[config.mk]
export PLATFORM = sky130hd
export DESIGN_NAME = shabal_host_ctrl_flat
export DESIGN_NICKNAME = d
export VERILOG_FILES = /design/src/rtl/shabal_host_ctrl_if.sv /design/src/rtl/shabal_host_ctrl.sv /design/src/flat_wrapper.sv
export SDC_FILE = /design/constraint.sdc
export NUM_CORES = 1
export LEC_CHECK = 0
export CAP_MARGIN = 20
export CORE_MARGIN = 1
export CORE_UTILIZATION = 60
export DETAILED_ROUTE_END_ITERATION = 12
export DONT_BUFFER_PORTS = 1
export PLACE_DENSITY = 0.83
export SETUP_SLACK_MARGIN = 0.5
export SLEW_MARGIN = 0
export SYNTH_ARGS = -nofsm -noshare
export SYNTH_HDL_FRONTEND = slang
export SYNTH_SLANG_ARGS = --single-unit
export TNS_END_PERCENT = 1
[constraint.sdc]
create_clock -name clk -period 2.8 [get_ports clk]
set_input_delay 0.56 -clock clk [delete_from_list [all_inputs] [get_ports clk]]
set_output_delay 0.56 -clock clk [all_outputs]
set_load 0.1 [all_outputs]
[src/rtl/shabal_host_ctrl_if.sv]
// shabal_host_ctrl_if: host-side and hash-core-side signal bundle of shabal_host_ctrl
interface shabal_host_ctrl_if;
  logic        start;
  logic [7:0]  nblocks;
  logic [31:0] msg_word;
  logic        msg_valid;
  logic        msg_ready;
  logic        init;
  logic        load;
  logic        fetch;
  logic [15:0] idata;
  logic        ack;
  logic [15:0] odata;
  logic [31:0] digest_word;
  logic [2:0]  digest_idx;
  logic        digest_valid;
  logic        busy_o;
  logic        done;
  logic        error;
  modport master (
    output start, nblocks, msg_word, msg_valid, ack, odata,
    input  msg_ready, init, load, fetch, idata, digest_word, digest_idx, digest_valid, busy_o, done, error
  );
  modport slave (
    input  start, nblocks, msg_word, msg_valid, ack, odata,
    output msg_ready, init, load, fetch, idata, digest_word, digest_idx, digest_valid, busy_o, done, error
  );
endinterface

[src/rtl/shabal_host_ctrl.sv]
// shabal_host_ctrl: streams message halfwords into a Shabal core and collects the digest, with ack timeout and retry
module shabal_host_ctrl #(
  parameter int RETRY_GAP = 8,
  parameter int MAX_RETRY = 255
) (
  input logic               clk,
  input logic               rst_n,
  shabal_host_ctrl_if.slave bus
);
  localparam int CW = $clog2(RETRY_GAP + 1);
  localparam int RW = $clog2(MAX_RETRY + 2);
  typedef enum logic [3:0] {IDLE, INIT, GETW, LOAD_REQ, LOAD_WAIT, GAP, FETCH_REQ, FETCH_WAIT, EMIT, ERR} state_t;
  state_t st, nxt;
  logic [7:0] nb, bc;
  logic [3:0] wc, fc;
  logic [CW-1:0] cyc;
  logic [RW-1:0] rc;
  logic [31:0] w;
  logic [15:0] lo, hi, swp;
  logic hs, fph, err_r, wait_st, tmo, ovf, blk_done;
  assign swp      = {bus.odata[7:0], bus.odata[15:8]};
  assign wait_st  = st == LOAD_WAIT || st == FETCH_WAIT;
  assign tmo      = wait_st && !bus.ack && cyc == CW'(RETRY_GAP - 1);
  assign ovf      = rc == RW'(MAX_RETRY);
  assign blk_done = wc == 4'd15 && bc + 8'd1 == nb;
  always_comb begin
    nxt = st;
    case (st)
      IDLE:       nxt = bus.start ? INIT : IDLE;
      INIT:       nxt = cyc == '0 ? INIT : nb == '0 ? FETCH_REQ : GETW;
      GETW:       nxt = bus.msg_valid ? LOAD_REQ : GETW;
      LOAD_REQ:   nxt = LOAD_WAIT;
      LOAD_WAIT:  nxt = bus.ack ? GAP : tmo ? (ovf ? ERR : LOAD_REQ) : LOAD_WAIT;
      GAP:        nxt = fph ? FETCH_REQ : !hs ? LOAD_REQ : blk_done ? FETCH_REQ : GETW;
      FETCH_REQ:  nxt = FETCH_WAIT;
      FETCH_WAIT: nxt = bus.ack ? (fc[0] ? EMIT : GAP) : tmo ? (ovf ? ERR : FETCH_REQ) : FETCH_WAIT;
      EMIT:       nxt = fc == 4'd15 ? IDLE : GAP;
      default:    nxt = IDLE;
    endcase
  end
  assign bus.msg_ready    = st == GETW;
  assign bus.init         = st == INIT && cyc == '0;
  assign bus.load         = st == LOAD_REQ;
  assign bus.fetch        = st == FETCH_REQ;
  assign bus.idata        = hs ? {w[23:16], w[31:24]} : {w[7:0], w[15:8]};
  assign bus.digest_word  = {hi, lo};
  assign bus.digest_idx   = st == EMIT ? fc[3:1] : 3'd0;
  assign bus.digest_valid = st == EMIT;
  assign bus.busy_o       = st != IDLE;
  assign bus.done         = st == EMIT && fc == 4'd15;
  assign bus.error        = err_r;
  always_ff @(posedge clk or negedge rst_n)
    if (!rst_n) begin
      st    <= IDLE;
      nb    <= '0;
      bc    <= '0;
      wc    <= '0;
      fc    <= '0;
      cyc   <= '0;
      rc    <= '0;
      w     <= '0;
      lo    <= '0;
      hi    <= '0;
      hs    <= 1'b0;
      fph   <= 1'b0;
      err_r <= 1'b0;
    end else begin
      st <= nxt;
      if (st == IDLE && bus.start) begin
        nb    <= bus.nblocks;
        bc    <= '0;
        wc    <= '0;
        fc    <= '0;
        cyc   <= '0;
        rc    <= '0;
        hs    <= 1'b0;
        fph   <= 1'b0;
        err_r <= 1'b0;
      end
      if (bus.load || bus.fetch || st == INIT) cyc <= CW'(1);
      else if (wait_st) cyc <= cyc + 1'b1;
      if (wait_st && bus.ack) rc <= '0;
      else if (tmo && !ovf) rc <= rc + 1'b1;
      if (nxt == ERR) err_r <= 1'b1;
      if (nxt == FETCH_REQ) fph <= 1'b1;
      if (st == GETW && bus.msg_valid) begin
        w  <= bus.msg_word;
        hs <= 1'b0;
      end
      if (st == GAP && !fph) begin
        hs <= 1'b1;
        if (hs) begin
          wc <= wc + 4'd1;
          if (wc == 4'd15) bc <= bc + 8'd1;
        end
      end
      if (st == FETCH_WAIT && bus.ack) begin
        if (fc[0]) hi <= swp;
        else begin
          lo <= swp;
          fc <= fc + 4'd1;
        end
      end
      if (st == EMIT) fc <= fc + 4'd1;
    end
endmodule

[src/flat_wrapper.sv]
// flat-port wrapper written by rule: the top's interface ports become plain ports
module shabal_host_ctrl_flat 
#(
  parameter int RETRY_GAP = 8,
  parameter int MAX_RETRY = 255
)
  (clk, rst_n, bus_start, bus_nblocks, bus_msg_word, bus_msg_valid, bus_ack, bus_odata, bus_msg_ready, bus_init, bus_load, bus_fetch, bus_idata, bus_digest_word, bus_digest_idx, bus_digest_valid, bus_busy_o, bus_done, bus_error);
  shabal_host_ctrl_if bus_i ();
  input logic clk;
  input logic rst_n;
  input wire logic [$bits(bus_i.start)-1:0] bus_start;
  input wire logic [$bits(bus_i.nblocks)-1:0] bus_nblocks;
  input wire logic [$bits(bus_i.msg_word)-1:0] bus_msg_word;
  input wire logic [$bits(bus_i.msg_valid)-1:0] bus_msg_valid;
  input wire logic [$bits(bus_i.ack)-1:0] bus_ack;
  input wire logic [$bits(bus_i.odata)-1:0] bus_odata;
  output wire logic [$bits(bus_i.msg_ready)-1:0] bus_msg_ready;
  output wire logic [$bits(bus_i.init)-1:0] bus_init;
  output wire logic [$bits(bus_i.load)-1:0] bus_load;
  output wire logic [$bits(bus_i.fetch)-1:0] bus_fetch;
  output wire logic [$bits(bus_i.idata)-1:0] bus_idata;
  output wire logic [$bits(bus_i.digest_word)-1:0] bus_digest_word;
  output wire logic [$bits(bus_i.digest_idx)-1:0] bus_digest_idx;
  output wire logic [$bits(bus_i.digest_valid)-1:0] bus_digest_valid;
  output wire logic [$bits(bus_i.busy_o)-1:0] bus_busy_o;
  output wire logic [$bits(bus_i.done)-1:0] bus_done;
  output wire logic [$bits(bus_i.error)-1:0] bus_error;
  assign bus_i.start = bus_start;
  assign bus_i.nblocks = bus_nblocks;
  assign bus_i.msg_word = bus_msg_word;
  assign bus_i.msg_valid = bus_msg_valid;
  assign bus_i.ack = bus_ack;
  assign bus_i.odata = bus_odata;
  assign bus_msg_ready = bus_i.msg_ready;
  assign bus_init = bus_i.init;
  assign bus_load = bus_i.load;
  assign bus_fetch = bus_i.fetch;
  assign bus_idata = bus_i.idata;
  assign bus_digest_word = bus_i.digest_word;
  assign bus_digest_idx = bus_i.digest_idx;
  assign bus_digest_valid = bus_i.digest_valid;
  assign bus_busy_o = bus_i.busy_o;
  assign bus_done = bus_i.done;
  assign bus_error = bus_i.error;
  shabal_host_ctrl #(.RETRY_GAP(RETRY_GAP), .MAX_RETRY(MAX_RETRY)) u_core (.clk(clk), .rst_n(rst_n), .bus(bus_i));
endmodule
# [After elaboration in Yosys (flattened, before gate mapping)]
# Cells that the tools add are included.
[classes] addsub=5 n_eq_ne=15 mux=40 bitwise_logic=1 reduce_logical=28
[ops] operator="$mux 4" count=20
[ops] operator="$pmux 4 s9" count=1
[ops] operator="$mux 8" count=4
[ops] operator="$mux 9" count=3
[ops] operator="$eq 4x3->1 const B" count=6
[ops] operator="$eq 4x4->1 const B" count=4
[ops] operator="$mux 16" count=1
[ops] operator="$add 4x1->4 const B" count=3
[ops] operator="$mux 3" count=4
[ops] operator="$logic_and 1x1->1" count=11
[ops] operator="$add 9x1->9 const B" count=1
[ops] operator="$eq 9x8->1 const B" count=1
[ops] operator="$reduce_bool 3->1" count=3
[ops] operator="$add 8x1->8 const B" count=1
[ops] operator="$eq 4x2->1 const B" count=2
[ops] operator="$eq 8x8->1" count=1
[ops] operator="$logic_not 4->1" count=2
[ops] operator="$logic_not 8->1" count=1
[ops] operator="$mux 1" count=7
[ops] operator="$eq 4x1->1 const B" count=1
[ops] operator="$reduce_and 2->1" count=2
[ops] operator="$reduce_bool 2->1" count=2
[ops] operator="$reduce_bool 4->1" count=1
[ops] operator="$logic_not 1->1" count=3
[ops] operator="2 further kinds" count=4
[totals] register_bits=108 inputBits=61 output_inout_bits=59 elab_cells=102

# [Longest topological paths before layout]
[logic_depth] ltp_word=9 mapped_depth=11 ltp_nobuf=10

# [Worst setup path after synthesis]
# Ideal clock, no wire load.
[synth_path] path_type="flip-flop to output port" startpoint="register u_core.cyc[0]" endpoint="output bus_init" t_arrival_ps=3973 setup_slack_ps=-1733 path_stages_with_launch=5 n_path_buf=0 path_cell_list="dfrtp_1 -> inv_1 -> ha_1 -> or3b_2 -> nor4_1"
[synth_between] elab_chain_cells=2
[synth_rtl] element="start, declared" line="shabal_host_ctrl.sv:16" text="logic [CW-1:0] cyc;"
[synth_rtl] element="start signal, assigned" line="shabal_host_ctrl.sv:81" text="else if (wait_st) cyc <= cyc + 1'b1;"
[synth_rtl] element="$logic_not 4->1" line="shabal_host_ctrl.sv:42" text="assign bus.init = st == INIT && cyc == '0;"
[synth_rtl] element="$logic_and 1x1->1" line="shabal_host_ctrl.sv:42"
[synth_rtl] element="end, declared" line="flat_wrapper.sv:18" text="output wire logic [$bits(bus_i.init)-1:0] bus_init;"
# No other way between the ends.

# [Worst setup path in the final report]
# Same ends and word-level chain as after synthesis.

==> impl_metrics.toml <==
[placed_design]
dp_hpwl_mm = 7.38
io_buffers = 0
globalplace.congestion = 0.895

[layout]
drive_above_1_share_pct = 30.4
n_antenna_cell = 0
fin_nets = 531
syn2layout_area_growth_pct = 8.78

[yosys]
syn_nets = 522
synth_mux_area_share_pct = 17.7
synthSimpleGateAreaFrac_pct = 15.4
synth_xor_area_share_pct = 2.02
postSynthAreaPerCell_um2 = 11.5
ys_seq_area_share_pct = 51.8
synth_fa_ha_area_share_pct = 1.68
synth_top_flop_cell = "dfrtp_1"
synth_edf_count = 0
synth_top_area_share_pct = 51.8
ys_ff_latch = 108
synth_compound_area_share_pct = 8.47
synthCells = 454
synth_top_area_cell = "dfrtp_1"
post_synth_instance_area_um2 = 5220
ys_types = 57
ys_warn_count = 0
synthTopCellsByArea = "dfrtp_1, mux2_2, nand2_1"
async_reset_ff_share_pct = 100
synth_top_family_by_area = "multiplexers"

[global_route]
busiest_layer = "met2"
use_met3_pct = 5.74
grt_pass1_vias = 3612
grt-ovfl-total = 0
gr-usage-met1_pct = 33.2
met2_usage_pct = 40.2
antenna_found_initial = 0
grt_usage_pct = 25.0
grt_max_degree = 109
grt_first_pass_wirelength_mm = 17.4

[worst_setup_path]
worstPathRequired_ns = 2.24
critPathArrivalTime_ns = 1.88
crit_type = "reg2out"
crit_path_end_kind = "output pin"
crit_path_max_fanout = 5
startpoint_type = "flop"

[sta]
timing.hold.ws_ns = -0.137
setup_violations = 0
skew_ns = 0.0148
drv_slew = 0
fin_crit_sh_pct = 87.2
fin_tns_setup_ns = 0
max_slew_margin_pct = 38.4
max_freq_mhz = 409
grt_setup_unrepaired = "yes"
worst_slew_pin_slew_ns = 0.924
period_minus_slack_ns = 2.44
finalHoldViolCount = 108

[floorplan]
rows = 33
start_util_pct = 62.8
fp.dieArea_um2 = 9070
die_w_um = 95.2
dieHeight_um = 95.2
core-area_um2 = 8300
io_pins = 120

[clock_network]
clock_latency_ns = 0.38
cts_setup_buffers = 0
cts_buffers = 9
cts_tree = "done"
htreeDepth = 3
clk_path_buf_depth = 2
clock_sinks = 108
root_buffer = "clkbuf_8"
cts.clk_slew.worst_paths_ns = 0.11

[drt]
viasPerCell = 6.26
postRouteAntennaNets = 0
wirelength_mm = 10.8
firstDrtPassIters = 5
wire_per_inst_um = 18.8
drc = 0
vias = 3583
drt_iter0_markers = 316

[run_status]
violations = "negative hold slack"
status = "complete, but fails checks"

[job]
drv_cap = 0

[hold_path]
hold_class = "in2async"
## cell type report
class                      count  area [um^2]
clock inverter                 6         62.6
tap                          105          131
timing repair buffer          17          169
clock buffer                   9          124
multi-input combinational    320         2450
inverter                       7         30.0
sequential                   108         2710
fill                         587         2630
## critical path, stage by stage, from the launching register on
cell and delay, ns:
dfrtp_2 0.45, inv_2 0.08, ha_1 0.16, or3b_4 0.41, nor4_4 0.16, buf_6 0.26
## path summary, 6_finish.rpt
kind / start / cells past startpoint / slack [ns] / to
max: u_core.cyc[0]$_DFFE_PN0P_ / 5 / 0.36 / bus_init
min: rst_n / 0 / -0.14 / u_core.hi[15]$_DFFE_PN0P_
max reg2reg: u_core.rc[0]$_DFFE_PN0P_ / 9 / 0.37 / u_core.fph$_DFFE_PN0P_
min reg2reg: u_core.rc[7]$_DFFE_PN0P_ / 1 / 0.50 / u_core.rc[7]$_DFFE_PN0P_
max in group asynchronous: rst_n / 0 / 2.81 / u_core.w[29]$_DFFE_PN0P_
min in group clk: bus_nblocks[3] / 2 / 0.29 / u_core.nb[3]$_DFFE_PN0P_
## cell usage after synthesis (all sizes together), types with 2 or more instances
| cell | n |
|---|---|
| o31ai | 4 |
| nand2 | 52 |
| a22o | 2 |
| a211oi | 2 |
| a22oi | 2 |
| o41ai | 3 |
| nand4 | 6 |
| ha | 7 |
| xnor2 | 7 |
| nor2 | 24 |
| nand3b | 3 |
| dfrtp | 108 |
| nor3 | 5 |
| a21oi | 7 |
| nand2b | 6 |
| nand3 | 20 |
| a2111oi | 3 |
| nor4 | 3 |
| a31oi | 3 |
| o22ai | 2 |
| o21ai | 34 |
| nor2b | 4 |
| or3 | 3 |
| clkbuf | 4 |
| mux2 | 81 |
| nand4bb | 2 |
| inv | 7 |
| xor2 | 5 |
| buf | 16 |
| and2 | 6 |
| and3 | 8 |
## placed cells by master, fill, tap and decap left out, types with 6 or more instances in the layout
cell      count
ha_1          6
buf_4        13
clkbuf_8      9
dfrtp_1     106
mux2_2       81
o21ai_0      32
and3_1        6
nand3_1      17
xnor2_1       7
nand2b_1      6
nor2_1       21
a21oi_1       6
nand2_1      51
## stage by stage
step / instances / utilization (%) / area (um^2) / worst slack (ns) / hold WS, ns
final: 572 / 68.4 / 5670 / 0.358 / -0.137
after global routing: 572 / 68.4 / 5670 / 0.243 / -0.146
after CTS: 571 / 67.7 / 5620 / 0.296 / -0.136
after detailed placement: 556 / 65.4 / 5430 / 0.348 / 0.270
after global placement: 556 / 65.4 / 5430 / 0.483 / 0.269
after floorplan: 454 / - / 5260 / 0.193 / 0.264
## repair_timing
action	4_1_cts	5_1_grt
endpoints found under the setup margin	33	18
hold endpoints to repair	108	108
gates cloned	0	1
pin swaps	0	2
resized for setup	2	12
## per-layer routing
layer	part of all wire, %	wire length, um
met1	42	4490
met2	51	5440
met3	6.1	651
met4	1.6	176
met5	0	0
## state kept, by name, summed over array words and instances, names as in the netlist, 8 cells and up, named ones only
register   flops
u_core.bc      8
u_core.hi     16
u_core.lo     16
u_core.nb      8
u_core.rc      9
u_core.w      32
## kinds of logic after synthesis
| kind of cell | after synthesis |
|---|---|
| xor gates and xnor gates | 12 |
| buffers and inverters | 27 |
| DFF | 108 |
| muxes | 82 |
| and+or+nand+nor | 149 |
| AOI/OAI and AO/OA | 69 |
| adders and majority gates | 7 |
Power is not shown: default switching activity piles up to over one toggle a cycle in this logic, so the estimate is an artifact.
